## src/rtl/s2mm_sched_pkg.sv

```systemverilog
// Shared types and defaults for the S2MM frame scheduler.
// Holds the scheduler state encoding and the default ring-depth constants.
package s2mm_sched_pkg;

  localparam int DEFAULT_MAX_BUFS  = 8;
  localparam int DEFAULT_IDX_WIDTH = $clog2(DEFAULT_MAX_BUFS);

  typedef enum logic [2:0] {
    IDLE,
    CHECK,
    ISSUE,
    WAIT_DONE,
    REPORT,
    FAULT
  } sched_state_t;

endpackage

```

## src/rtl/s2mm_addr_ring.sv

```systemverilog
// Buffer ring bookkeeping: write index with strided address accumulator and read index.
// The address advances by repeated addition, and wraps back to base, so no multiplier is needed.
module s2mm_addr_ring
  import s2mm_sched_pkg::*;
#(
  parameter int AXI_ADDR_WIDTH = 32,
  parameter int IDX_WIDTH      = DEFAULT_IDX_WIDTH
) (
  input  logic                      ACLK,
  input  logic                      ARESETn,
  input  logic                      load,
  input  logic                      advance,
  input  logic                      rel,
  input  logic [AXI_ADDR_WIDTH-1:0] load_base,
  input  logic [AXI_ADDR_WIDTH-1:0] base,
  input  logic [AXI_ADDR_WIDTH-1:0] stride,
  input  logic [IDX_WIDTH:0]        num_bufs,
  output logic [IDX_WIDTH-1:0]      wr_idx,
  output logic [AXI_ADDR_WIDTH-1:0] addr
);

  localparam logic [IDX_WIDTH:0]   CNT_ONE = (IDX_WIDTH + 1)'(1);
  localparam logic [IDX_WIDTH-1:0] IDX_ONE = IDX_WIDTH'(1);

  logic [IDX_WIDTH-1:0] rd_idx;
  logic [IDX_WIDTH:0]   last_idx;
  logic                 wr_last;
  logic                 rd_last;

  assign last_idx = num_bufs - CNT_ONE;
  assign wr_last  = ({1'b0, wr_idx} == last_idx);
  assign rd_last  = ({1'b0, rd_idx} == last_idx);

  always_ff @(posedge ACLK) begin
    if (!ARESETn) begin
      wr_idx <= '0;
      rd_idx <= '0;
      addr   <= '0;
    end else if (load) begin
      wr_idx <= '0;
      rd_idx <= '0;
      addr   <= load_base;
    end else begin
      if (advance) begin
        if (wr_last) begin
          wr_idx <= '0;
          addr   <= base;
        end else begin
          wr_idx <= wr_idx + IDX_ONE;
          addr   <= addr + stride;
        end
      end
      if (rel) begin
        rd_idx <= rd_last ? '0 : rd_idx + IDX_ONE;
      end
    end
  end

endmodule

```

## src/rtl/s2mm_frame_sched.sv

```systemverilog
// Sequences the FIFO-to-AXI-MM burst writer over a ring of strided frame buffers with release credits.
// Optional watchdog on the writer's DONE: define S2MM_SCHED_WATCHDOG_EN.
module s2mm_frame_sched
  import s2mm_sched_pkg::*;
#(
  parameter int AXI_ADDR_WIDTH = 32,
  parameter int LEN_WIDTH      = 32,
  parameter int MAX_BUFS       = DEFAULT_MAX_BUFS,
  parameter int IDX_WIDTH      = $clog2(MAX_BUFS),
  parameter int TIMEOUT_CYCLES = 1048576
) (
  input  logic                      ACLK,
  input  logic                      ARESETn,
  input  logic                      enable,
  input  logic [AXI_ADDR_WIDTH-1:0] cfg_base_addr,
  input  logic [AXI_ADDR_WIDTH-1:0] cfg_stride,
  input  logic [LEN_WIDTH-1:0]      cfg_frame_len,
  input  logic [IDX_WIDTH:0]        cfg_num_bufs,
  output logic [AXI_ADDR_WIDTH-1:0] wr_base_addr,
  output logic [LEN_WIDTH-1:0]      wr_transfer_len,
  output logic                      wr_start,
  input  logic                      wr_busy,
  input  logic                      wr_done,
  output logic                      frm_done,
  output logic [IDX_WIDTH-1:0]      frm_idx,
  input  logic                      rel_valid,
  output logic [IDX_WIDTH:0]        fill_count,
  output logic                      running,
  output logic                      cfg_err,
  output logic                      timeout
);

  localparam logic [IDX_WIDTH:0] MAX_BUFS_CNT = (IDX_WIDTH + 1)'(MAX_BUFS);
  localparam logic [IDX_WIDTH:0] CNT_ONE      = (IDX_WIDTH + 1)'(1);

  sched_state_t              state_q, state_d;
  logic [AXI_ADDR_WIDTH-1:0] base_q, stride_q, ring_addr;
  logic [LEN_WIDTH-1:0]      len_q;
  logic [IDX_WIDTH:0]        num_bufs_q, fill_q;
  logic [IDX_WIDTH-1:0]      wr_idx;
  logic                      cfg_bad, start_run, report, rel_ok;

  assign cfg_bad   = (cfg_frame_len == '0) || (cfg_num_bufs == '0) || (cfg_num_bufs > MAX_BUFS_CNT);
  assign start_run = (state_q == IDLE) && enable && !cfg_bad;
  assign report    = (state_q == REPORT);
  // A release against an empty ring, or while parked in IDLE, has nothing to free.
  assign rel_ok     = rel_valid && (state_q != IDLE) && (fill_q != '0);
  assign fill_count = fill_q;

`ifdef S2MM_SCHED_WATCHDOG_EN
  localparam int WD_W = $clog2(TIMEOUT_CYCLES + 1);

  logic [WD_W-1:0] wd_cnt_q;
  logic            wd_expired;
  logic            timeout_q;

  assign wd_expired = (wd_cnt_q == WD_W'(TIMEOUT_CYCLES - 1));
  assign timeout    = timeout_q;

  always_ff @(posedge ACLK) begin
    if (!ARESETn) begin
      wd_cnt_q  <= '0;
      timeout_q <= 1'b0;
    end else begin
      wd_cnt_q <= (state_q == WAIT_DONE) ? wd_cnt_q + WD_W'(1) : '0;
      if (state_q == WAIT_DONE && state_d == FAULT) begin
        timeout_q <= 1'b1;
      end else if (state_q == IDLE) begin
        timeout_q <= 1'b0;
      end
    end
  end
`else
  assign timeout = 1'b0;
`endif

  // NOTE: ARESETn is sampled on the ACLK edge only (synchronous), so it stays out of the sensitivity list.
  always_ff @(posedge ACLK) begin
    if (!ARESETn) state_q <= IDLE;
    else          state_q <= state_d;
  end

  // NOTE: state_d gets a default before the case so no path leaves it unassigned (no latch).
  always_comb begin
    state_d = state_q;
    case (state_q)
      IDLE:      if (start_run) state_d = CHECK;
      CHECK: begin
        if (!enable)                    state_d = IDLE;
        else if (fill_q == num_bufs_q)  state_d = CHECK;
        else if (!wr_busy)              state_d = ISSUE;
      end
      ISSUE:     state_d = WAIT_DONE;
      // The writer cannot abort, so enable is ignored until its frame finishes.
      WAIT_DONE: begin
        if (wr_done) state_d = REPORT;
`ifdef S2MM_SCHED_WATCHDOG_EN
        else if (wd_expired) state_d = FAULT;
`endif
      end
      REPORT:    state_d = CHECK;
`ifdef S2MM_SCHED_WATCHDOG_EN
      FAULT:     if (!enable) state_d = IDLE;
`endif
      default:   state_d = IDLE;
    endcase
  end

  always_comb begin
    wr_start = (state_q == ISSUE);
    frm_done = report;
    frm_idx  = report ? wr_idx : '0;
    running  = (state_q != IDLE);
  end

  // NOTE: registered state uses non-blocking assignments so every flop updates from pre-edge values.
  always_ff @(posedge ACLK) begin
    if (!ARESETn) begin
      base_q          <= '0;
      stride_q        <= '0;
      len_q           <= '0;
      num_bufs_q      <= '0;
      fill_q          <= '0;
      wr_base_addr    <= '0;
      wr_transfer_len <= '0;
      cfg_err         <= 1'b0;
    end else begin
      if (start_run) begin
        base_q     <= cfg_base_addr;
        stride_q   <= cfg_stride;
        len_q      <= cfg_frame_len;
        num_bufs_q <= cfg_num_bufs;
        fill_q     <= '0;
      end else if (report && !rel_ok) begin
        fill_q <= fill_q + CNT_ONE;
      end else if (!report && rel_ok) begin
        fill_q <= fill_q - CNT_ONE;
      end

      // Writer command is captured once per frame and held until its DONE.
      if (state_q == CHECK && state_d == ISSUE) begin
        wr_base_addr    <= ring_addr;
        wr_transfer_len <= len_q;
      end

      if (!enable)                        cfg_err <= 1'b0;
      else if (state_q == IDLE && cfg_bad) cfg_err <= 1'b1;
    end
  end

  s2mm_addr_ring #(
    .AXI_ADDR_WIDTH(AXI_ADDR_WIDTH),
    .IDX_WIDTH     (IDX_WIDTH)
  ) u_ring (
    .ACLK     (ACLK),
    .ARESETn  (ARESETn),
    .load     (start_run),
    .advance  (report),
    .rel      (rel_ok),
    .load_base(cfg_base_addr),
    .base     (base_q),
    .stride   (stride_q),
    .num_bufs (num_bufs_q),
    .wr_idx   (wr_idx),
    .addr     (ring_addr)
  );

endmodule

```

## config.mk

```make
export PLATFORM = sky130hd
export DESIGN_NAME = s2mm_frame_sched
export DESIGN_NICKNAME = d
export VERILOG_FILES = /design/src/rtl/s2mm_sched_pkg.sv /design/src/rtl/s2mm_addr_ring.sv /design/src/rtl/s2mm_frame_sched.sv
export SDC_FILE = /design/constraint.sdc
export NUM_CORES = 1
export LEC_CHECK = 0
export ABC_AREA = 1
export CORE_MARGIN = 10
export CORE_UTILIZATION = 35
export DETAILED_ROUTE_END_ITERATION = 8
export SLEW_MARGIN = 10
export SYNTH_ARGS = -nofsm -noshare
export SYNTH_HDL_FRONTEND = slang
export SYNTH_HIERARCHICAL = 1
export SYNTH_SLANG_ARGS = --single-unit
```

## constraint.sdc

```tcl
create_clock -name ACLK -period 3.3 [get_ports ACLK]
set_input_delay 0.99 -clock ACLK [delete_from_list [all_inputs] [get_ports ACLK]]
set_output_delay 0.99 -clock ACLK [all_outputs]
set_load 0.01 [all_outputs]
```

======== After elaboration in Yosys (flattened, before gate mapping) ========
Index checks and enable logic that the tools add are counted.
word-level totals
  register bits after elaboration ......... 207
  latch bits .............................. 0
  RAM bits ................................ 0
  bits in read-only memories .............. 0
  input port bits ......................... 106
  word-level logic and storage cells ...... 60
  memories kept ........................... 0
cells by class
  add/sub/neg operators ................... 5
  multiply operators ...................... 0
  divide/modulo/power cells ............... 0
  order comparisons ....................... 1
  eq/ne operators ......................... 7
  shift-type cells ........................ 0
  multiplexer cells ....................... 13
  bitwise operators ....................... 1
  reductions and logical operators ........ 22
operators by type and width
  operator             count
  $mux 32              3
  $add 32x32->32       1
  $logic_not 32->1     1
  $mux 3               7
  $pmux 3 s5           1
  $eq 3x2->1 const B   3
  $logic_and 1x1->1    8
  $mux 4               2
  $sub 4x1->4 const B  2
  $add 4x1->4 const B  1
  $eq 3x4->1           1
  $eq 4x4->1           1
  $gt 4x4->1 const B   1
  $logic_not 4->1      1
  $reduce_bool 2->1    2
  $reduce_bool 4->1    1
  $add 3x1->3 const B  1
  $eq 3x1->1 const B   1
  $eq 3x3->1 const B   1
  $logic_not 1->1      3
  $logic_not 3->1      1
  $reduce_bool 3->1    1
  $logic_or 1x1->1     2
  $reduce_and 2->1     1
  other kinds (2)      2

======== Logic depth before layout (Yosys ltp) ========
Gate-level depths: netlist of run 1.
  depth after elaboration ................. 9
  mapped depth ............................ 17
  depth with buffers taken out ............ 13

======== Hierarchy ========
The synthesis of run 1 kept the hierarchy.
by module, submodules not included
  module            times used  cells each  area an instance (µm²)
  s2mm_frame_sched  1           1,255       8,074.0
  s2mm_addr_ring    1           758         4,204.0

======== Worst setup path before layout of run 1 ========
Ideal clock, no wire load.
  path kind ............................... input to register
  start ................................... in cfg_frame_len[1]
  end ..................................... reg u_ring.addr[31]
  arrival ................................. 2.742 ns
  required time ........................... 3.233 ns
  setup slack ............................. 0.490 ns
  stages .................................. 15
  path buffers ............................ 4
  cell sequence ........................... inv_1 -> nand2_1 -> nor2_1 -> nand2_1 -> nor2_1 -> nand2_1 -> nand3_2 -> buf_6 -> buf_6 -> inv_1 -> clkbuf_1 -> nor2_1 -> clkbuf_1 -> a22oi_1 -> a21oi_2
on the way
  longest elaborated chain between the ends .. 6
  elaborated cells between the ends (all ways) .. 7
RTL lines
  item                                                 line                    RTL
  start: declaration                                   s2mm_frame_sched.sv:17  input logic [LEN_WIDTH-1:0] cfg_frame_len,
  $logic_not 32->1 *                                   s2mm_frame_sched.sv:43  assign cfg_bad = (cfg_frame_len == '0) || (cfg_num_bufs == '0) || (cfg_num_bufs > MAX_BUFS_CNT);
  $logic_or 1x1->1 * (2 in series)                     s2mm_frame_sched.sv:43
  $logic_not 1->1 *                                    s2mm_frame_sched.sv:44  assign start_run = (state_q == IDLE) && enable && !cfg_bad;
  $logic_and 1x1->1 *                                  s2mm_frame_sched.sv:44
  via start_run                                        s2mm_frame_sched.sv:41  logic cfg_bad, start_run, report, rel_ok;
  $mux 32 / $reduce_bool 2->1 (equally long branches)  n/a
  end signal: assignment                               s2mm_addr_ring.sv:42    addr <= load_base;
  end signal: assignment                               s2mm_addr_ring.sv:47    addr <= base;
  end signal: assignment                               s2mm_addr_ring.sv:50    addr <= addr + stride;
  end: declaration                                     s2mm_addr_ring.sv:19    output logic [AXI_ADDR_WIDTH-1:0] addr
Mark *: on every way through the listed nets, which the timed path passes. The rest lies on a longest branch.
A chain may end at the register's enable or synchronous reset.

======== Worst setup path after layout of run 1 ========
  start ................................... reg state_q[0]
  end ..................................... out frm_done
on the way
  longest elaborated chain between the ends .. 1
RTL lines
  item                      line                    RTL
  start: declaration        s2mm_frame_sched.sv:36  sched_state_t state_q, state_d;
  start signal: assignment  s2mm_frame_sched.sv:80  else state_q <= state_d;
  $eq 3x3->1                s2mm_frame_sched.sv:45  assign report = (state_q == REPORT);
  end: declaration          s2mm_frame_sched.sv:24  output logic frm_done,
No other way between the ends.

==> results of run 1 <==
[per-stage QoR]
step / cell area [um^2] / instances / hold slack, ps / util (%)
global route: 15300 / 2619 / 509 / 44.2
floorplan: 12300 / 2013 / 469 / -
finish: 15300 / 2620 / 481 / 44.2
global placement: 14500 / 2577 / 462 / 41.9
detailed placement: 14500 / 2577 / 473 / 41.9
CTS: 15300 / 2619 / 487 / 44.2
[power groups by stage]
stage	sequential [mW]	combinational (mW)	clock, mW
after floorplan	2.78	0.800	0
after global placement	2.81	1.18	0
after detailed placement	2.81	1.19	0
after CTS	2.76	1.20	2.73
after global routing	2.78	1.36	2.82
final	2.76	1.19	2.65
[layer usage]
| metal | vias to the layer above | global-route usage [%] |
|---|---|---|
| met5 | - | 0 |
| met4 | 0 | 3.59 |
| met3 | 40 | 4.59 |
| met2 | 233 | 29.2 |
| met1 | 5398 | 21.3 |
| li1 | 6375 | - |
[critical path: stages, from the launching register on]
cell and delay (ps):
sky130_fd_sc_hd__dfxtp_1 350, sky130_fd_sc_hd__nor2_1 150, sky130_fd_sc_hd__nand2_1 150, sky130_fd_sc_hd__inv_1 260, sky130_fd_sc_hd__clkdlybuf4s50_1 660
[worst paths after layout]
check | endpoint | slack [ps] | cells past startpoint
worst min register to register | wr_base_addr[17] | 480 | 2
worst max-delay path | frm_done | 220 | 4
worst max register to register | u_ring/addr[30] | 880 | 10
worst min-delay path | wr_base_addr[17] | 480 | 2
[registers in the layout, summed over array words and instances (netlist names)]
signal	flops
base_q	32
len_q	32
stride_q	32
u_ring/addr	32
wr_base_addr	32
wr_transfer_len	32
fill_count	4
num_bufs_q	4
state_q	3
u_ring/wr_idx	3
cfg_err	1
[cells by family after synthesis]
kind of cell               Yosys count
other                                1
and+or+nand+nor                    997
adders and majority gates           38
DFF                                207
AOI/OAI and AO/OA                  188
buffers and inverters              558
xor gates and xnor gates            24
[cell type report]
class | count | area, um^2 | share of cell area [%]
antenna | 1 | 2.50 | 0.0164
clock buffer | 37 | 719 | 4.71
clock inverter | 5 | 61.3 | 0.402
inverter | 462 | 1730 | 11.4
multi-input combinational | 1248 | 5950 | 39.0
sequential | 207 | 4140 | 27.1
tap | 455 | 569 | 3.73
timing repair buffer | 205 | 2090 | 13.7
[layout by cell type (no fill, tap or decap), types with 16 or more instances in the layout]
master and n:
sky130_fd_sc_hd__nand2_1 509, sky130_fd_sc_hd__inv_1 410, sky130_fd_sc_hd__nor2_1 293, sky130_fd_sc_hd__dfxtp_1 207, sky130_fd_sc_hd__clkdlybuf4s50_1 179, sky130_fd_sc_hd__nand4_1 105, sky130_fd_sc_hd__o21ai_0 69, sky130_fd_sc_hd__nand3_1 63
sky130_fd_sc_hd__a21oi_1 60, sky130_fd_sc_hd__inv_2 52, sky130_fd_sc_hd__ha_1 36, sky130_fd_sc_hd__a22oi_1 27, sky130_fd_sc_hd__clkbuf_16 24, sky130_fd_sc_hd__buf_4 18, sky130_fd_sc_hd__xnor2_1 16
==> metrics.txt, run 1 <==
portion of total power attributed to combinational logic=18.1%; fraction of the mapped netlist area in compound gates=8.59%; worst clock skew=10.1 ps; ratio of cells with drive above 1 in the final layout=5.82%; Initial Util=35.5%; Final Setup Violations=0; initial antenna violation count=1; CTS clk-pin slew, worst paths=60 ps; sequential area share after synthesis=33.8%; Die X=207 um; Clock Root Buffer=sky130_fd_sc_hd__clkbuf_16; sequential cell fraction of total power=41.8%; dominant register cell in the synthesized netlist=sky130_fd_sc_hd__dfxtp_1; Yosys Warn Count=6; depth of the CTS H-tree=1; Peak VDD IR=0.000339 V; startpoint of the lowest-slack hold path=wr_base_addr[17]; DP Wirelength=27,200 um; number of rows in the core area=68; number of hold-slack violations in the final timing report=0; sinks on the clock net=207; Critical Path Source Type=flop; CTS tree=yes; Synth Area in Simple Gates=33.8%; number of maximum-capacitance violations=0; post-route worst setup slack=217 ps; final critical delay including setup and external delays=3080 ps; dominant cells by area after synthesis=sky130_fd_sc_hd__dfxtp_1, sky130_fd_sc_hd__nand2_1, sky130_fd_sc_hd__inv_1; worst slew margin relative to its limit=63.7%; routed wl met3=2350 um; Hold Buf Count CTS=0; I/O pin total=182; multiplexer share of the synthesized area=0%; Buffers on Ports=180; Total Negative Setup Slacks=0 ps; largest fanout of any net on the critical path=7; P&R area growth vs syn=24.3%; post-CTS setup-driven buffer insertion count=0; XOR/XNOR share of the synthesized area=1.71%; Post-Synthesis Cell Area=12,300 um^2; number of storage elements in the synthesis netlist=207; grt ovf=0; vertical die dimension=207 um; sum of routed wire segments on met1=17,600 um; data arrival time of the worst path=2090 ps; wire length of the first global-routing pass=62,500 um; leakage dissipation=7.78 nW; Iter 0 DRT Violations=775; gr usage total=17.2%; total routed wirelength=38,300 um; number of filler instances in the final layout=3,629; number of global-route vias before repair=12,000; post-synthesis adder-cell area fraction=3.99%; Post-synth EDFFs=0; clock share of power=40.1%; sort of element at the end of the critical path=primary output; worst reg2reg startpoint=num_bufs_q[0]; class of the tightest hold or removal check=reg -> reg; topmost layer with routed signal wires=met4; Avg Inst Size Synth=6.10 um^2; switching portion of total power=28.5%; CTS Buf Count=24; switching power summed over all nets=1.88 mW; fraction of post-synthesis cell area in the top cell type by area=33.8%; overall power consumption=6.60 mW; fin nets=2,292; run status=completed; Achievable Freq=0.324 GHz; Via density=4.60; final critical-path share of the clock period=93.4%; DRC violations left=0; actual slew at the worst max-slew pin=544 ps; Synth area leader=sky130_fd_sc_hd__dfxtp_1; placer congestion estimate=0.960; power per cell area=432 nW/um^2; Routed WL per cell=14.6 um; overall via count from detail_route=12,000; Yosys cell types=36; required arrival time at the worst endpoint=2310 ps; CTS Buffer Depth=3; final antenna-violating net count=0; unrepaired setup endpoints after global routing=no; Worst-Skew Late Latency=530 ps; ranking of synthesized cells by instance count=sky130_fd_sc_hd__nand2_1, sky130_fd_sc_hd__inv_1, sky130_fd_sc_hd__nor2_1; Resized Gates After CTS=0; main combinational cell family by area after synthesis=simple AND/OR/NAND/NOR gates; post-synthesis cell count=2,013; Place WS=196 ps; die outline area=43,000 um^2; Net Count, Synth=2,157; Detail Route met2 WL=17,600 um; launching instance or port of the critical path=state_q[0]; async set-or-reset flop fraction in the synthesized netlist=0%; largest net degree at the start of global routing=103; Critical Setup Path Class=reg -> out; Internal=4.72 mW; area of the placeable core=34,500 um^2; number of slew-limit violations in the final report=0; number of search-and-repair iterations in the first detailed-routing pass=6; most repeated cell in the gate-level netlist after synthesis=sky130_fd_sc_hd__nand2_1
(Power assumes the default switching activity.)
==> inputs of run 2 (changes only) <==
--- a/config.mk
+++ b/config.mk
@@ -7,7 +7,10 @@
 export LEC_CHECK = 0
 export ABC_AREA = 1
+export CELL_PAD_IN_SITES_DETAIL_PLACEMENT = 1
+export CELL_PAD_IN_SITES_GLOBAL_PLACEMENT = 2
 export CORE_MARGIN = 10
-export CORE_UTILIZATION = 35
+export CORE_UTILIZATION = 29
 export DETAILED_ROUTE_END_ITERATION = 8
+export PLACE_DENSITY_LB_ADDON = 0.1
 export SLEW_MARGIN = 10
 export SYNTH_ARGS = -nofsm -noshare
==> constraint.sdc (replaced) <==
create_clock -name ACLK -period 3.3 [get_ports ACLK]
set_input_delay 0.99 -clock ACLK [delete_from_list [all_inputs] [get_ports ACLK]]
set_output_delay 0.99 -clock ACLK [all_outputs]
set_load 0.005 [all_outputs]
==> metrics.txt, run 2 (synthesized netlist as in run 1, its figures left out) <==
required arrival time at the worst endpoint=2310 ps; final critical-path share of the clock period=93.9%; worst clock skew=16.5 ps; commonest non-fill, non-tap cell in the layout=sky130_fd_sc_hd__nand2_1; CTS Buf Count=27; post-CTS setup-driven buffer insertion count=0; fin nets=2,295; ratio of cells with drive above 1 in the final layout=6.18%; vertical die dimension=226 um; sinks on the clock net=207; I/O pin total=182; largest fanout of any net on the critical path=7; sequential cell fraction of total power=39.9%; depth of the CTS H-tree=1; Initial Util=29.3%; number of global-route vias before repair=13,000; sort of element at the end of the critical path=primary output; leakage dissipation=7.84 nW; initial antenna violation count=2; final critical delay including setup and external delays=3100 ps; Final Setup Violations=0; Routed WL per cell=16.3 um; Via density=4.57; portion of total power attributed to combinational logic=17.6%; P&R area growth vs syn=26.3%; post-route worst setup slack=200 ps; register-to-register path setup slack=880 ps; Critical Path Source Type=flop; number of hold-slack violations in the final timing report=0; Largest stage delay, worst path=580 ps; number of antenna diodes=0; final antenna-violating net count=0; number of maximum-capacitance violations=0; switching power summed over all nets=1.99 mW; CTS Buffer Depth=3; launching instance or port of the critical path=state_q[0]; worst hold path cell count=2; largest net degree at the start of global routing=103; Total Negative Setup Slacks=0 ps; Min Hold Slack=474 ps; switching portion of total power=28.8%; Peak VDD IR=0.000319 V; total routed wirelength=44,000 um; unrepaired setup endpoints after global routing=no; Resized Gates After CTS=0; Achievable Freq=0.323 GHz; CTS clk-pin slew, worst paths=60 ps; placer congestion estimate=0.815; run status=completed; DRC violations left=0; Buffers on Ports=180; data arrival time of the worst path=2110 ps; number of slew-limit violations in the final report=0; class of the tightest hold or removal check=reg -> reg; worst slew margin relative to its limit=63.8%; worst flop-to-flop path endpoint=u_ring/addr[19]; terminating pin of the worst hold path=cfg_err; Internal=4.93 mW; actual slew at the worst max-slew pin=543 ps; Critical Setup Path Class=reg -> out; DP Wirelength=32,100 um; gr usage total=17.1%; most frequent cells in the layout=sky130_fd_sc_hd__nand2_1, sky130_fd_sc_hd__inv_1, sky130_fd_sc_hd__nor2_1; worst reg2reg startpoint=num_bufs_q[0]; Die X=226 um; die outline area=51,000 um^2; cell count of the worst reg-to-reg path=9; clock share of power=42.5%; crit-path cells=nor2_1 -> nand2_1 -> inv_1 -> clkdlybuf4s50_1; startpoint of the lowest-slack hold path=cfg_err; grt ovf=0; number of rows in the core area=75; number of search-and-repair iterations in the first detailed-routing pass=4; Worst-Skew Late Latency=570 ps; area of the placeable core=41,900 um^2; CTS tree=yes; highest-delay cell along the critical path=sky130_fd_sc_hd__clkdlybuf4s50_1; wire length of the first global-routing pass=70,600 um; Clock Root Buffer=sky130_fd_sc_hd__clkbuf_16; Iter 0 DRT Violations=525; Place WS=51.2 ps; overall via count from detail_route=12,400; Hold Buf Count CTS=0; power per cell area=446 nW/um^2
## run 2: layout make-up
type / instances / area (um^2)
clock buffer: 40 / 815
clock inverter: 7 / 77.6
fill: 5384 / 26400
inverter: 462 / 1730
multi-input combinational: 1248 / 5950
sequential: 207 / 4140
tap: 539 / 674
timing repair buffer: 205 / 2110
## run 2: power by group through the flow
| stage | clock network [mW] | registers (mW) | logic [mW] |
|---|---|---|---|
| finish | 2.94 | 2.76 | 1.22 |
| global route | 3.16 | 2.78 | 1.39 |
| CTS | 3.05 | 2.77 | 1.24 |
| detailed placement | 0 | 2.82 | 1.23 |
| global placement | 0 | 2.82 | 1.20 |
| floorplan | 0 | 2.77 | 0.799 |
## run 2: stage by stage
step | area, um^2 | utilization, % | power (mW) | cells
floorplan | 12300 | - | 3.57 | 2013
global placement | 14600 | 34.8 | 4.02 | 2661
detailed placement | 14600 | 34.8 | 4.05 | 2661
CTS | 15500 | 37.0 | 7.06 | 2708
global route | 15500 | 37.0 | 7.33 | 2708
finish | 15500 | 37.0 | 6.92 | 2708
## run 2: how the worst max path moves through the flow
| stage | to | slack, ps |
|---|---|---|
| floorplan | u_ring/addr[31] | 490 |
| global placement | u_ring/addr[6] | 120 |
| detailed placement | u_ring/addr[17] | 50 |
| CTS | frm_done | 130 |
| global route | frm_done | 70 |
| finish | frm_done | 200 |
## run 2: critical path, delay by kind of cell, from the launching register on
family | cells | cell delay [ps]
buffers and inverters | 2 | 870
DFF | 1 | 360
and+or+nand+nor | 2 | 310
## run 2: routing by layer
metal	vias to the layer above	wire length [um]	track usage (%)	part of all wire [%]
met4	4	807	3.81	1.8
met3	49	1670	2.97	3.8
met5	-	26	0	0.059
li1	6360	-	-	-
met2	169	20800	29.1	47
met1	5796	20800	22.0	47
==> inputs of run 3 (changes only) <==
Settings changed: REMOVE_ABC_BUFFERS from default to 1.
==> metrics.txt, run 3 (synthesized netlist as in run 1, its figures left out) <==
CTS clk-pin slew, worst paths=50 ps; DRC violations left=0; Initial Util=29.3%; Hold Buf Count CTS=0; fin nets=2,294; number of maximum-capacitance violations=0; FF/Latch Area=4140 um^2; Clock Root Buffer=sky130_fd_sc_hd__clkbuf_16; commonest non-fill, non-tap cell in the layout=sky130_fd_sc_hd__nand2_1; sort of element at the end of the critical path=primary output; run status=completed; final critical delay including setup and external delays=3060 ps; depth of the CTS H-tree=1; power per cell area=433 nW/um^2; P&R area growth vs syn=25.8%; required arrival time at the worst endpoint=2310 ps; Routed WL per cell=16.5 um; vertical die dimension=226 um; Worst-Skew Late Latency=550 ps; largest fanout of any net on the critical path=7; number of global-route vias before repair=13,000; Peak VDD IR=0.000304 V; sinks on the clock net=207; most frequent cells in the layout=sky130_fd_sc_hd__nand2_1, sky130_fd_sc_hd__inv_1, sky130_fd_sc_hd__nor2_1; count of placed standard cells including taps=2,661; core occupancy in the finished layout=36.8%; Final Setup Violations=0; Buffers on Ports=180; crit-path leading delay family=buffers and inverters; Critical Path Source Type=flop; Largest stage delay, worst path=570 ps; data arrival time of the worst path=2070 ps; unrepaired setup endpoints after global routing=no; initial antenna violation count=2; ratio of cells with drive above 1 in the final layout=5.83%; CTS Buffer Depth=3; I/O pin total=182; Iter 0 DRT Violations=464; actual slew at the worst max-slew pin=574 ps; DP Wirelength=31,900 um; largest net degree at the start of global routing=103; placer congestion estimate=0.860; gr usage total=17.3%; Placed Instance Area=14,700 um^2; Worst Path Buf+Inv=2; area of the placeable core=41,900 um^2; worst slew margin relative to its limit=61.7%; CTS Buf Count=26; overall via count from detail_route=12,400; final critical-path share of the clock period=92.6%; leakage dissipation=7.80 nW; Achievable Freq=0.327 GHz; Via density=4.59; total routed wirelength=44,500 um; number of filler instances in the final layout=5,395; post-route insts no fill=2,703; Die X=226 um; class of the tightest hold or removal check=reg -> reg; wire length of the first global-routing pass=71,200 um; Total Negative Setup Slacks=0 ps; Min Hold Slack=481 ps; combined area of the multi-input logic cells=5950 um^2; worst clock skew=9.14 ps; number of slew-limit violations in the final report=0; crit-path cells=nor2_1 -> nand2_1 -> inv_1 -> clkdlybuf4s50_1; Layout Cell Area excl Fill=15,400 um^2; number of hold-slack violations in the final timing report=0; die outline area=51,000 um^2; post-CTS setup-driven buffer insertion count=0; grt ovf=0; number of search-and-repair iterations in the first detailed-routing pass=5; Critical Setup Path Class=reg -> out; highest-delay cell along the critical path=sky130_fd_sc_hd__clkdlybuf4s50_1; Resized Gates After CTS=0; CTS tree=yes; number of rows in the core area=75; final antenna-violating net count=0
-- run 3: worst paths after layout --
| kind | start | endpoint | slack [ps] | depth (start not counted) |
|---|---|---|---|---|
| max | state_q[0] | frm_done | 240 | 4 |
| max reg2reg | stride_q[0] | u_ring/addr[24] | 800 | 12 |
| min reg2reg | wr_base_addr[22] | wr_base_addr[22] | 480 | 2 |
| min | wr_base_addr[22] | wr_base_addr[22] | 480 | 2 |
-- run 3: report_power, final --
group	leakage, nW	switching [mW]	internal [mW]
Clock	0.389	1.13	1.59
Combinational	5.72	0.722	0.496
Sequential	1.69	0.103	2.66
-- run 3: metal layers --
layer | part of all wire (%) | track usage [%] | wire [um]
met5 | 0.058 | 0 | 26
met3 | 4.1 | 3.04 | 1820
met1 | 48 | 22.7 | 21300
met2 | 47 | 29.3 | 20800
met4 | 1.3 | 3.44 | 591
-- run 3: stage by stage --
| step | setup WS, ps | total power, mW |
|---|---|---|
| 4_1_cts | 172 | 6.83 |
| 2_1_floorplan | -5900 | 3.52 |
| 5_1_grt | 94.5 | 7.09 |
| 3_5_place_dp | 58.0 | 4.04 |
| 6_report | 245 | 6.69 |
| 3_3_place_gp | 63.3 | 4.01 |
-- run 3: layout make-up --
| type | instances | area share [%] |
|---|---|---|
| clock buffer | 39 | 4.98 |
| multi-input combinational | 1248 | 38.5 |
| antenna | 1 | 0.0162 |
| clock inverter | 2 | 0.138 |
| timing repair buffer | 205 | 13.9 |
| tap | 539 | 4.37 |
| inverter | 462 | 11.2 |
| sequential | 207 | 26.8 |
-- run 3: tightest hold or removal path: cells and delay by family (launching register included) --
family	cells	cell delay, ps
DFF	1	320
and+or+nand+nor	2	130
